## config.mk

```make
export PLATFORM = sky130hd
export DESIGN_NAME = vedic_div_128x64
export DESIGN_NICKNAME = d
export VERILOG_FILES = /design/src/rtl/vedic_div_128x64.sv
export SDC_FILE = /design/constraint.sdc
export NUM_CORES = 1
export LEC_CHECK = 0
export CORE_ASPECT_RATIO = 0.7
export CORE_MARGIN = 3
export CORE_UTILIZATION = 40
export CTS_CLUSTER_DIAMETER = 150
export DETAILED_ROUTE_END_ITERATION = 16
export HOLD_SLACK_MARGIN = 0.05
export SYNTH_ARGS = -nofsm -noshare
export SYNTH_HDL_FRONTEND = slang
export SYNTH_SLANG_ARGS = --single-unit
```

## constraint.sdc

```tcl
create_clock -name clk -period 4.22 [get_ports clk]
set_clock_uncertainty 0.1 [all_clocks]
set_input_delay 0.633 -clock clk [delete_from_list [all_inputs] [get_ports clk]]
set_output_delay 0.633 -clock clk [all_outputs]
set_load 0.005 [all_outputs]
```

## src/rtl/vedic_div_128x64.sv

```systemverilog
// Sequential restoring divider: 128-bit dividend / 64-bit divisor, one
// quotient bit per clock. Sits beside the 64x64 Vedic multiplier so that
// products can be divided back down (a*b / b -> a, remainder 0).
//
// state | meaning
// IDLE  | waiting for start; results from the last operation are held
// CALC  | iterating, one quotient bit per cycle (busy=1)
// DONE  | one-cycle result strobe (done=1); a new start may be accepted here
module vedic_div_128x64 #(
  parameter int WIDTH = 64
) (
  input  logic               clk,
  input  logic               rst,
  input  logic               start,
  input  logic [2*WIDTH-1:0] dividend,
  input  logic [WIDTH-1:0]   divisor,
  output logic               busy,
  output logic               done,
  output logic [WIDTH-1:0]   quotient,
  output logic [WIDTH-1:0]   remainder,
  output logic               div_by_zero,
  output logic               overflow
);

  localparam int CNT_W = $clog2(WIDTH);

  typedef enum logic [1:0] {
    IDLE = 2'd0,
    CALC = 2'd1,
    DONE = 2'd2
  } state_t;

  state_t           state;
  logic [WIDTH:0]   pr;       // partial remainder, one guard bit
  logic [WIDTH-1:0] sr;       // dividend low half shifts out, quotient bits shift in
  logic [WIDTH-1:0] dvs;      // captured divisor
  logic [CNT_W-1:0] cnt;

  logic [WIDTH:0]   pr_shift;
  logic [WIDTH:0]   pr_next;
  logic             q_bit;

  // One restoring step: shift in the next dividend bit and trial-subtract.
  // pr < divisor holds between steps, so pr_shift < 2*divisor fits in WIDTH+1.
  always_comb begin
    pr_shift = {pr[WIDTH-1:0], sr[WIDTH-1]};
    q_bit    = (pr_shift >= {1'b0, dvs});
    pr_next  = q_bit ? (pr_shift - {1'b0, dvs}) : pr_shift;
  end

  // Control FSM, iteration datapath and registered outputs.
  always_ff @(posedge clk) begin
    if (rst) begin
      state       <= IDLE;
      pr          <= '0;
      sr          <= '0;
      dvs         <= '0;
      cnt         <= '0;
      busy        <= 1'b0;
      done        <= 1'b0;
      quotient    <= '0;
      remainder   <= '0;
      div_by_zero <= 1'b0;
      overflow    <= 1'b0;
    end else begin
      done <= 1'b0;
      case (state)
        IDLE, DONE: begin
          state <= IDLE;
          if (start) begin
            div_by_zero <= 1'b0;
            overflow    <= 1'b0;
            if (divisor == '0) begin
              // Short-circuit: no iteration, result reported next cycle.
              div_by_zero <= 1'b1;
              quotient    <= '1;
              remainder   <= dividend[WIDTH-1:0];
              done        <= 1'b1;
              state       <= DONE;
            end else if (dividend[2*WIDTH-1:WIDTH] >= divisor) begin
              // High half already >= divisor: quotient cannot fit in WIDTH bits.
              overflow  <= 1'b1;
              quotient  <= '1;
              remainder <= '0;
              done      <= 1'b1;
              state     <= DONE;
            end else begin
              pr    <= {1'b0, dividend[2*WIDTH-1:WIDTH]};
              sr    <= dividend[WIDTH-1:0];
              dvs   <= divisor;
              cnt   <= '0;
              busy  <= 1'b1;
              state <= CALC;
            end
          end
        end
        CALC: begin
          pr  <= pr_next;
          sr  <= {sr[WIDTH-2:0], q_bit};
          cnt <= cnt + CNT_W'(1);
          if (cnt == CNT_W'(WIDTH - 1)) begin
            quotient  <= {sr[WIDTH-2:0], q_bit};
            remainder <= pr_next[WIDTH-1:0];
            busy      <= 1'b0;
            done      <= 1'b1;
            state     <= DONE;
          end
        end
        default: begin
          state <= IDLE;
          busy  <= 1'b0;
        end
      endcase
    end
  end

endmodule
```

After elaboration in Yosys (flattened, before gate mapping). Index checks and enable logic that the tools add are counted.

Flip-flop bits (word level): 332. Bits of input ports: 195. Output and inout port bits: 132. Logic and storage cells: 74.

Add/sub/neg operators: 2. Order comparisons: 2. Eq/ne operators: 8. Muxes and demuxes: 40. Bitwise gates (word level): 2. Reduce and logical (&&, ||, !) cells: 9.

Operator list (number): $mux 64 (15); $pmux 64 s2 (4); $ge 65x64->1 (1); $ge 64x64->1 (1); $logic_not 64->1 (1); $sub 64x64->64 (1); $mux 6 (3); $reduce_and 4->1 (4); $pmux 6 s2 (1); $mux 1 (10); $mux 2 (4); $ne 2x2->1 const B (4); $add 6x1->6 const B (1); $eq 6x6->1 const B (1); $pmux 1 s2 (2); $pmux 2 s2 (1); $ne 3x3->1 const B (1); $eq 2x1->1 const B (1); $eq 2x2->1 const B (1); $logic_not 2->1 (1); $not 1->1 (2); $reduce_and 2->1 (1); $reduce_bool 2->1 (1); $reduce_or 2->1 (1).

Logic depth before layout (Yosys ltp).
Depth in word-level cells: 5. Gate-level depth with buffers: 15.

Worst setup path before layout. Ideal clock, no wire load.

Kind: input-to-reg. Start point: in divisor[41]. End point: reg quotient[10]. Arrival: 3.145 ns. Data required time: 3.974 ns. Slack: 0.829 ns. Stages: 14. Path buffers: 3. Cell sequence: inv_1 > ha_1 > nand4_1 > nor2_1 > nand2_1 > or4_1 > a2111oi_2 > nand2_1 > a21oi_2 > o32a_1 > buf_4 > buf_4 > buf_2 > a211oi_2.

Longest elaborated chain between the ends: 4.

Ends and longest elaborated chain: start, declared (RTL line 16) `input logic [WIDTH-1:0] divisor,`; parallel branches: the longest is 4 deep, another holds $ge 64x64->1; end signal, assigned (RTL line 102) `quotient <= {sr[WIDTH-2:0], q_bit};`; end, declared (RTL line 19) `output logic [WIDTH-1:0] quotient,`.

Several ways; the timed one is not identified. The select of a mux whose other input is x is not followed. A chain may end at the register's enable or synchronous reset.

Final worst setup path.
Start point: in divisor[45]. End point: reg quotient[9].

Same word-level chain as after synthesis.

==> out/results.txt <==
Once placement finished, the instance area stood at 24,000 sq um. The fraction of post-synthesis cell area in the top cell type by area came out at 0.343. The tools report the source of the worst hold timing path as dvs[23]$_SDFFE_PP0P_.

The average cell area after synthesis came out at 7.63 sq um. Clock latency on the worst-skew pair: 0.56 ns. The cell occurring most often along the worst timing path is nand2_1. For the worst reg-to-reg setup slack, the log shows 0.27 ns.

The routed design has 75,800 um of wire. The signal on the critical path passes through clkdlybuf4s50_1, inv_1, ha_1, and4_1, nand2_1, or4_1, a2111oi_2, buf_4, nand2_1, a21oi_2, o32a_2, clkbuf_16, nor2_1, a211oi_2. The Yosys warning count is 0, and the total half-perimeter wirelength after legalization and detailed placement is 58,500 um. The number of global-route vias before repair was 18,800. The critical path startpoint category is an input port. Relative to the synthesized area, the layout overhead comes to 29.9%. Maximum clock frequency: 0.252 GHz.

After detailed routing, the number of remaining DRC violations is 0. The first detailed-routing pass took 6 iterations. The fraction of synthesis flops using an asynchronous set or reset pin works out to 0. The run gives 0.372 as the remaining max-slew budget at the tightest pin. The final count of hold timing violations was 0; the number of H-tree levels was 2. In this run the power density over the cells is 605 nW/um^2. The startpoint identified for the worst register-to-register timing path is dvs[21]$_SDFFE_PP0P_.

Biggest area consumer among synthesized cells: dfxtp_1. The run gives 1,995 as the initial detailed-routing violation count. Using the TritonRoute via totals, the vias-per-cell ratio works out to 5.72. The number of max-capacitance violations reported is 0.

The final max-slew violation count is 0, and the proportion of synthesized chip area in sequential cells is 0.343. The finished layout holds 3,533 standard cells, fillers aside. The period utilization is 0.938. Entering global routing, the biggest net connects 188 pins. The cell area after layout was 25,200 sq um; the worst stage delay on the critical path was 0.66 ns. Hold timing on the final database bottoms out at a slack of 0.355 ns. The prevailing post-synth register cell was dfxtp_1.

Net count of the finished layout: 3,182. TritonCTS built the clock tree. The total track usage was 0.284; the placer's final routability congestion estimate was 0.941. The synthesized design contains 332 register bits.

The share of layout cells above drive strength 1 is 0.102. The maximum count of clock buffers along a single path came out at 3. Row generation in the floorplan step produced 66 rows. The transition time at the pin with the least slew margin is 0.942 ns, and the required time at the endpoint of the critical path is 4.58 ns. Setup total negative slack on the finished layout was measured at 0 ns. Counting every net in the synthesized netlist gives 2,865. In this run the clock root is driven by a clkbuf_16. The synthesized design contains 0 enable-type register cells. In this run the tool buffered the top-level ports with 326 buffer cells.

The share of the core filled with cells came out at 0.534. Slowest library cell on the worst path: or4_1. The run gives -0.375 ns as the pre-CTS worst setup slack. Setup violations remaining at the end of the flow were counted as 0. The cts-stage hold buffer count was 0; the final period demand of the worst path was 3.96 ns. The x dimension of the die was 269 um.

The count of mapped cells out of synthesis is 2,540, and the number of placed instances, taps included is 3,465. The tightest min-delay check is of the reg2reg type. The tools report the mapped cell area as 19,400 sq um. The leakage power was 10.3 nW; the number of antenna violations at the first check in global routing was 10.

In this run the worst setup path begins at divisor[45]. Number of distinct library cells after synthesis: 76. The run finished with clean final reports.

The final route contains 20,200 vias. The worst setup path is captured at a flop. The top cell types in the final layout, fill and taps aside, are nand2_1, dfxtp_1, clkdlybuf4s50_1.

Clock-pin slew was measured on the worst setup and hold paths at 0.06 ns. The area of the core came out at 47,200 sq um. Summing internal, switching and leakage power gives 15.2 mW. At the worst endpoint, the arrival time is 4.32 ns.

Number of sinks on the clock net: 332. In this run the worst path has a maximum fanout of 56. For this run the aggregate overflow at the end of global routing stands at 0.

Setup repair after global routing left no endpoint under its margin. The tools report the starting density of the core as 0.411. In the final routed layout, each cell accounts on average for 21.4 um.

Clock tree synthesis inserted a total of 35 buffers. The logs give 113,000 um for the first-pass GRT wire length and 327 for the I/O pin count. Die area: 51,200 sq um. The worst setup path is of the in2reg kind. Ranked by total cell area, the synthesized netlist is headed by dfxtp_1, ha_1, a21oi_1, nand2_1, nor2_1. Once detail routing completed, the nets flagged for antenna violations numbered 0. Once routing completed, OpenROAD measured the worst setup slack at 0.260 ns. The worst-case IR drop observed on VDD is 303 uV. The floorplan step set the die height to 190 um.

The most common cell after layout, fill and taps aside is nand2_1.
[state kept, by name (all words and copies together) (netlist names)]
| name | count |
|---|---|
| overflow | 1 |
| busy | 1 |
| sr | 64 |
| dvs | 64 |
| cnt | 6 |
| div_by_zero | 1 |
| done | 1 |
| pr | 64 |
| remainder | 64 |
| quotient | 64 |
| state | 2 |
[final timing paths]
| path | to | cells after the start |
|---|---|---|
| min | dvs[23]$_SDFFE_PP0P_ | 2 |
| min reg2reg | dvs[23]$_SDFFE_PP0P_ | 2 |
| max | quotient[9]$_SDFFE_PP0P_ | 14 |
| max reg2reg | remainder[44]$_SDFFE_PP0P_ | 13 |
[kinds of logic after synthesis]
logic type	Yosys count	share of synthesized area
adders and majority gates	130	0.0843
and+or+nand+nor	904	0.205
muxes	29	0.0165
buffers and inverters	323	0.0674
xor gates and xnor gates	61	0.0276
DFF	332	0.343
AOI/OAI and AO/OA	761	0.256
[cell usage after synthesis (all sizes together) (7+ instances only)]
library cell,count
nand2,335
dfxtp,332
nor2,308
a21oi,307
inv,146
ha,129
clkbuf,125
o21ai,121
a211oi,78
nand3,75
nor4,73
a31oi,68
a21o,62
buf,52
nand4,45
xnor2,33
xor2,28
mux2,23
o211ai,19
a22oi,17
and3,14
nor3,12
o21bai,12
a311oi,11
nand2b,11
o21a,11
and2,7
nor2b,7
[critical path: cells and delay by family]
kind	cells	cell delay, ns
and+or+nand+nor	5	1.12
buffers and inverters	4	1.14
adders and majority gates	1	0.28
AOI/OAI and AO/OA	4	1.11
[area by class of cell]
class / count / area (sq um)
inverter: 146 / 548
antenna: 8 / 20.0
sequential: 332 / 6650
clock inverter: 16 / 151
tap: 646 / 808
timing repair buffer: 457 / 4560
multi-input combinational: 1885 / 11500
fill: 4506 / 22000
clock buffer: 43 / 956
[per-layer routing]
metal  up-vias  share of wire  routed length, um  track usage
met5         -        0.00048                 36      0.00193
met4         6          0.022               1680       0.0727
met3        92           0.10               7620       0.0703
met2       839           0.40              30000        0.391
met1      9651           0.48              36400        0.434
li1       9621              -                  -            -
[repair_timing]
item / CTS / global route
gates resized for setup: 0 / 1
setup buffers: 0 / 0
endpoints found under the setup margin: 0 / 15
[power by group]
part / leakage [nW] / internal (mW) / switching, mW / total (mW)
clock network: 0.557 / 1.74 / 1.37 / 3.11
logic: 7.05 / 3.34 / 4.77 / 8.12
registers: 2.73 / 3.63 / 0.374 / 4.01
Note: power is estimated with default switching activity, not from simulation.
